### config.mk
export PLATFORM = sky130hd
export DESIGN_NAME = at25010_responder
export DESIGN_NICKNAME = d
export VERILOG_FILES = /design/src/rtl/at25010_responder.sv
export SDC_FILE = /design/constraint.sdc
export NUM_CORES = 2
export LEC_CHECK = 0
export ABC_AREA = 0
export BUFFER_PORTS_ARGS = -buffer_cell sky130_fd_sc_hd__buf_2
export CAP_MARGIN = 20
export CORE_UTILIZATION = 50
export DETAILED_ROUTE_END_ITERATION = 16
export PLACE_DENSITY = 0.65
export SETUP_SLACK_MARGIN = 0.15
export SYNTH_ARGS = -nofsm -noshare
export SYNTH_HDL_FRONTEND = slang
export SYNTH_SLANG_ARGS = --single-unit
### constraint.sdc
create_clock -name clk -period 9.65 [get_ports clk]
set_clock_uncertainty 0.05 [all_clocks]
set_input_delay 0.4825 -clock clk [delete_from_list [all_inputs] [get_ports clk]]
set_output_delay 0.4825 -clock clk [all_outputs]
set_load 0.01 [all_outputs]
### src/rtl/at25010_responder.sv
// at25010_responder
// AT25010-compatible SPI EEPROM responder (128 x 8, SPI mode 0). Every part of it runs in the
// system clock domain. The SPI pins are synchronized and edge-detected. Supported opcodes are
// WREN, WRDI, RDSR, WRSR, READ and WRITE, with 8-byte page writes, block protection and a
// timed write cycle.
//
// Ports:
//   clk       system clock (rising edge)
//   rst       asynchronous active-high reset
//   spi_cs_n  chip select, active low (asynchronous to clk)
//   spi_sclk  SPI clock, idle low (asynchronous to clk)
//   spi_mosi  serial data in, MSB first
//   spi_miso  serial data out, MSB first; 1 when not driving data
//   busy      write cycle in progress (status bit 0)
//   status    live status register {4'b0, BP1, BP0, WEL, WIP}
module at25010_responder #(
   parameter int unsigned WRITE_CYCLES = 1000,
   parameter logic [7:0]  MEM_INIT     = 8'hFF
) (
   input  logic       clk,
   input  logic       rst,
   input  logic       spi_cs_n,
   input  logic       spi_sclk,
   input  logic       spi_mosi,
   output logic       spi_miso,
   output logic       busy,
   output logic [7:0] status
);

   localparam logic [7:0] OP_WRSR  = 8'h01;
   localparam logic [7:0] OP_WRITE = 8'h02;
   localparam logic [7:0] OP_READ  = 8'h03;
   localparam logic [7:0] OP_WRDI  = 8'h04;
   localparam logic [7:0] OP_RDSR  = 8'h05;
   localparam logic [7:0] OP_WREN  = 8'h06;

   localparam int unsigned TW = $clog2(WRITE_CYCLES);
   localparam logic [TW-1:0] TIMER_LOAD = TW'(WRITE_CYCLES - 1);

   typedef enum logic [2:0] {
      StIdle,
      StOpcode,
      StAddr,
      StDataIn,
      StDataOut,
      StIgnore
   } state_e;

   state_e state_q, state_d;

   // Power-up content only; the array is never reset.
   logic [7:0] mem [128] = '{default: MEM_INIT};

   logic [1:0] cs_sync, sclk_sync, mosi_sync;
   logic       cs_prev, sclk_prev;
   logic       cs_n_s, mosi_s, sclk_rise, sclk_fall, cs_rise;

   logic [2:0]    bit_cnt_q;
   logic [6:0]    shift_in_q;
   logic [7:0]    shift_out_q;
   logic [7:0]    opcode_q;
   logic [6:0]    addr_q;
   logic          miso_q;
   logic          wel_q;
   logic [1:0]    bp_q;
   logic [1:0]    wrsr_bp_q;
   logic          wip_q;
   logic [TW-1:0] timer_q;
   logic [1:0]    data_cnt_q;
   logic [3:0]    page_base_q;
   logic [2:0]    page_off_q;
   logic [7:0]    page_valid_q;
   logic [7:0]    page_buf_q [8];
   logic          copy_active_q;
   logic [2:0]    copy_idx_q;

   logic [7:0] rx_byte;
   logic [7:0] status_w;
   logic       byte_done;
   logic       page_prot;
   logic       write_commit;
   logic       wrsr_commit;

   // Input synchronizers and edge detectors.
   always_ff @(posedge clk or posedge rst) begin
      if (rst) begin
         cs_sync   <= 2'b11;
         sclk_sync <= 2'b00;
         mosi_sync <= 2'b00;
         cs_prev   <= 1'b1;
         sclk_prev <= 1'b0;
      end else begin
         cs_sync   <= {cs_sync[0], spi_cs_n};
         sclk_sync <= {sclk_sync[0], spi_sclk};
         mosi_sync <= {mosi_sync[0], spi_mosi};
         cs_prev   <= cs_sync[1];
         sclk_prev <= sclk_sync[1];
      end
   end

   assign cs_n_s    = cs_sync[1];
   assign mosi_s    = mosi_sync[1];
   assign sclk_rise = sclk_sync[1] & ~sclk_prev;
   assign sclk_fall = ~sclk_sync[1] & sclk_prev;
   assign cs_rise   = cs_sync[1] & ~cs_prev;

   assign rx_byte   = {shift_in_q, mosi_s};
   assign status_w  = {4'b0000, bp_q, wel_q, wip_q};
   assign byte_done = sclk_rise && !cs_n_s && (state_q != StIdle) && (bit_cnt_q == 3'd7);

   // Protected regions are aligned to 8-byte pages, so the page base alone decides.
   always_comb begin
      page_prot = 1'b0;
      case (bp_q)
         2'b01:   page_prot = (page_base_q[3:2] == 2'b11);
         2'b10:   page_prot = page_base_q[3];
         2'b11:   page_prot = 1'b1;
         default: page_prot = 1'b0;
      endcase
   end

   // Commits are judged with pre-edge state: the frame state and bit counter are only
   // cleared on the same edge that sees the CS rise.
   assign write_commit = cs_rise && !wip_q && (state_q == StDataIn) && (opcode_q == OP_WRITE) &&
                         (bit_cnt_q == 3'd0) && (data_cnt_q != 2'd0) && wel_q && !page_prot;
   assign wrsr_commit  = cs_rise && (state_q == StDataIn) && (opcode_q == OP_WRSR) &&
                         (bit_cnt_q == 3'd0) && (data_cnt_q == 2'd1) && wel_q;

   // Frame FSM.
   always_ff @(posedge clk or posedge rst) begin
      if (rst) begin
         state_q <= StIdle;
      end else begin
         state_q <= state_d;
      end
   end

   always_comb begin
      state_d = state_q;
      if (cs_n_s) begin
         state_d = StIdle;
      end else begin
         case (state_q)
            StIdle: state_d = StOpcode;
            StOpcode: begin
               if (byte_done) begin
                  if (wip_q) begin
                     state_d = (rx_byte == OP_RDSR) ? StDataOut : StIgnore;
                  end else begin
                     case (rx_byte)
                        OP_RDSR:           state_d = StDataOut;
                        OP_WRSR:           state_d = StDataIn;
                        OP_READ, OP_WRITE: state_d = StAddr;
                        default:           state_d = StIgnore;
                     endcase
                  end
               end
            end
            StAddr: begin
               if (byte_done) begin
                  state_d = (opcode_q == OP_READ) ? StDataOut : StDataIn;
               end
            end
            default: state_d = state_q;
         endcase
      end
   end

   // Datapath: shifting, opcode effects, page buffer, status and write cycle.
   always_ff @(posedge clk or posedge rst) begin
      if (rst) begin
         bit_cnt_q     <= 3'd0;
         shift_in_q    <= 7'd0;
         shift_out_q   <= 8'd0;
         opcode_q      <= 8'd0;
         addr_q        <= 7'd0;
         miso_q        <= 1'b1;
         wel_q         <= 1'b0;
         bp_q          <= 2'b00;
         wrsr_bp_q     <= 2'b00;
         wip_q         <= 1'b0;
         timer_q       <= '0;
         data_cnt_q    <= 2'd0;
         page_base_q   <= 4'd0;
         page_off_q    <= 3'd0;
         page_valid_q  <= 8'd0;
         copy_active_q <= 1'b0;
         copy_idx_q    <= 3'd0;
         for (int i = 0; i < 8; i++) begin
            page_buf_q[i] <= 8'd0;
         end
      end else begin
         if (cs_n_s) begin
            bit_cnt_q  <= 3'd0;
            data_cnt_q <= 2'd0;
         end else if (sclk_rise && (state_q != StIdle)) begin
            bit_cnt_q  <= bit_cnt_q + 3'd1;
            shift_in_q <= rx_byte[6:0];
         end

         if (byte_done) begin
            case (state_q)
               StOpcode: begin
                  opcode_q <= rx_byte;
                  if (!wip_q && (rx_byte == OP_WREN)) wel_q <= 1'b1;
                  if (!wip_q && (rx_byte == OP_WRDI)) wel_q <= 1'b0;
                  if (rx_byte == OP_RDSR) shift_out_q <= status_w;
               end
               StAddr: begin
                  if (opcode_q == OP_READ) begin
                     shift_out_q <= mem[rx_byte[6:0]];
                     addr_q      <= rx_byte[6:0] + 7'd1;
                  end else begin
                     page_base_q  <= rx_byte[6:3];
                     page_off_q   <= rx_byte[2:0];
                     page_valid_q <= 8'd0;
                  end
               end
               StDataIn: begin
                  if (opcode_q == OP_WRITE) begin
                     page_buf_q[page_off_q]   <= rx_byte;
                     page_valid_q[page_off_q] <= 1'b1;
                     page_off_q               <= page_off_q + 3'd1;
                  end
                  wrsr_bp_q <= rx_byte[3:2];
                  if (data_cnt_q != 2'd2) data_cnt_q <= data_cnt_q + 2'd1;
               end
               StDataOut: begin
                  if (opcode_q == OP_READ) begin
                     shift_out_q <= mem[addr_q];
                     addr_q      <= addr_q + 7'd1;
                  end else begin
                     shift_out_q <= status_w;
                  end
               end
               default: ;
            endcase
         end

         if (cs_n_s || (state_q != StDataOut)) begin
            miso_q <= 1'b1;
         end else if (sclk_fall) begin
            miso_q      <= shift_out_q[7];
            shift_out_q <= {shift_out_q[6:0], 1'b0};
         end

         if (wrsr_commit) begin
            bp_q  <= wrsr_bp_q;
            wel_q <= 1'b0;
         end

         // Copy walks all eight slots, one per clk, writing only the valid ones.
         if (copy_active_q) begin
            copy_idx_q <= copy_idx_q + 3'd1;
            if (copy_idx_q == 3'd7) copy_active_q <= 1'b0;
         end

         if (write_commit) begin
            wip_q         <= 1'b1;
            timer_q       <= TIMER_LOAD;
            copy_active_q <= 1'b1;
            copy_idx_q    <= 3'd0;
         end else if (wip_q) begin
            if (timer_q == '0) begin
               wip_q <= 1'b0;
               wel_q <= 1'b0;
            end else begin
               timer_q <= timer_q - TW'(1);
            end
         end
      end
   end

   always_ff @(posedge clk) begin
      if (copy_active_q && page_valid_q[copy_idx_q]) begin
         mem[{page_base_q, copy_idx_q}] <= page_buf_q[copy_idx_q];
      end
   end

   assign spi_miso = miso_q;
   assign busy     = wip_q;
   assign status   = status_w;

endmodule
==> impl_results.md <==
- Setup slack after layout: 5.08 ns
- WL met2: 75.0 mm
- CP arrival: 5.10 ns
- Share of the synthesized area in the top cell type: 0.555
- Drt drc: 0
- Share of layout cells above drive strength 1: 0.324
- Synth Cell Area: 0.0554 mm²
- Total clock sinks: 1,170
- Setup violators final: 0
- Status: complete, no violations
- TritonCTS clock tree: built
- WS Path Type: flip-flop to flip-flop
- Max Fclk: 0.219 GHz
- Global-route wire length before repair: 230 mm
- DR top layer: met5
- DRT iter0 DRCs: 4,282
- Die Wd: 335 µm
- CP required: 10.17 ns
- Post-DP HPWL: 99.0 mm
- M1 WL: 59.6 mm
- Worst slack at placement: 5.00 ns
- Max-slew headroom: 0.159
- Most used cell along the critical path: buf_12
- Period utilisation layout: 0.474
- Util after Layout: 0.557
- YS warnings: 0
- Post-Syn Area per Cell: 18.7 µm²
- Total CTS buffers: 120
- Fin. max-slew vios: 0
- Total length of routed wires: 158 mm
- Global route overflow: 0
- Seq cells post-synth: 1,170
- Tot Pwr: 0.0110 W
- Mapped Cells: 2,960
- Post-synth ARST share: 0.125
- Starting Density: 0.507
- Yosys top cell by area: edfxtp_1
- Worst-Margin Slew: 1.26 ns
- Row count: 121
- Core ar.: 0.109 mm²
- Largest net degree at the start of global routing: 129
- Final setup TNS: 0 ns
- Unrepaired setup endpoints after global routing: false
- Main flop type after synthesis: edfxtp_1
- Max Root-Sink Buffers: 3
- Hold-fix buffers, CTS: 4
- Crit-path cells: buf_12 > buf_12 > mux4_1 > mux4_2 > mux2_2 > o22ai_1 > nor3_1 > a22oi_1 > a31oi_1
- Clk slew on worst S/H paths: 0.07 ns
- Maxcap violations: 0
- Synth area leaders: edfxtp_1, mux4_2, dfrtp_1
- Final min period: 4.57 ns
- Num ports: 15
- Vias in the first global route: 32,000
- Setup crit end kind: flip-flop
- Total global-route track usage: 0.288
- CP max FO: 79
- Yosys cell types: 82
- Diode count: 0
- Leakage: 15.8 nW
- Port Buf Inserts: 10
- Hold Crit Class: flip-flop to flip-flop
- DR vias/cell: 6.90
- Startpoint Class: flip-flop
- Initial antenna violation count: 3
- Layout area overhead: 10.0%
- Clk_lat worst skew: 0.73 ns
- Routed met3 length: 16.7 mm
- Hold Fails Final Rpt: 0
- GPL Wtd Cong: 0.963
- Count leader, synth: edfxtp_1
- Peak VDD IR: 147 µV
- Synth cell count leaders: edfxtp_1, mux4_2, nor2_1
- Die ar.: 0.112 mm²
- Pre-antenna DRT Iters: 6
- Die Ht: 335 µm
- Total vias in the final route: 31,200
- Post-synthesis sequential area ratio: 0.621
- PwrDens: 181 mW/mm²
- Worst path slowest cell: dfrtp_4
- Setup Buffers After CTS: 0
- Nets: 2,963
- Reg2Reg Setup Slack: 5.08 ns
- EDFF count, synth: 1,024
- Cts repair resizes: 0
- Routed WL per cell: 34.9 µm
- Max incr delay on CP: 1.07 ns
- DRT antenna net count: 0
- H-tree depth: 3
- Clock Tree Root: clkbuf_16
==> layer usage <==
layer / global-route usage / vias to the layer above
met5: 0 / -
met4: 0.117 / 2
met3: 0.0633 / 327
li1: - / 12400
met2: 0.449 / 1820
met1: 0.396 / 16600
==> flip-flops by register name, summed over array words and instances (netlist names), 4 cells and up <==
name and count:
addr_q 7, page_valid_q 8, shift_in_q 7, opcode_q 8, timer_q 10, page_base_q 4
page_buf_q 64, mem 1024, shift_out_q 8
==> logic make-up after synthesis <==
logic type | synth area share
xor gates and xnor gates | 0.00142
other | 0.0000677
adders and majority gates | 0.00181
muxes | 0.277
buffers and inverters | 0.0250
and+or+nand+nor | 0.0411
DFF | 0.621
AOI/OAI and AO/OA | 0.0320
==> final cells by class <==
class / instances / area (µm²)
fillers: 8200 / 48400
well taps: 1476 / 1850
inverters: 21 / 83.8
multi-input cells: 1539 / 19700
flip-flops and latches: 1170 / 34400
clock buffers: 150 / 3230
repair buffers: 98 / 911
clock inverters: 76 / 736
==> per-stage QoR <==
stage          std cells  hold slack [ns]  instance area [µm²]
4_1_cts             4518            0.314                60800
5_1_grt             4530            0.317                60900
3_5_place_dp        4288            0.285                56800
3_3_place_gp        4275            0.296                56600
6_report            4530            0.312                60900
2_1_floorplan       2963            0.281                55400
==> critical path: cells and delay by family (launching register included) <==
family | cells | cell delay, ns
compound gates | 3 | 0.45
buf+inv | 2 | 1.07
flops | 1 | 1.07
mux | 3 | 1.51
simple gates | 1 | 0.10
==> cell usage in the layout, fill, tap and decap left out, types with 44 or more instances in the layout <==
| cell | instances |
|---|---|
| buf_4 | 57 |
| mux2i_1 | 101 |
| clkbuf_16 | 123 |
| nor2_1 | 190 |
| a21oi_1 | 44 |
| mux4_2 | 568 |
| edfxtp_1 | 1024 |
| o21ai_0 | 49 |
| mux2_2 | 97 |
| dfrtp_1 | 133 |
| nand2_1 | 91 |
==> final timing paths <==
kind                               from        endpoint  depth (start not counted)
max reg2reg                mosi_sync[1]  shift_out_q[7]                          9
min reg2reg                  cs_sync[0]      cs_sync[1]                          0
min                          cs_sync[0]      cs_sync[1]                          0
min in group asynchronous           rst      timer_q[3]                          3
max                        mosi_sync[1]  shift_out_q[7]                          9
max in group asynchronous           rst       addr_q[2]                          4
==> report_power, final <==
part           internal, W  switching, W  total [W]
logic             0.000259      0.000546   0.000805
registers          0.00544     0.0000878    0.00553
clock network      0.00273       0.00197    0.00471
total              0.00843       0.00261     0.0110
(Power assumes the default switching activity.)
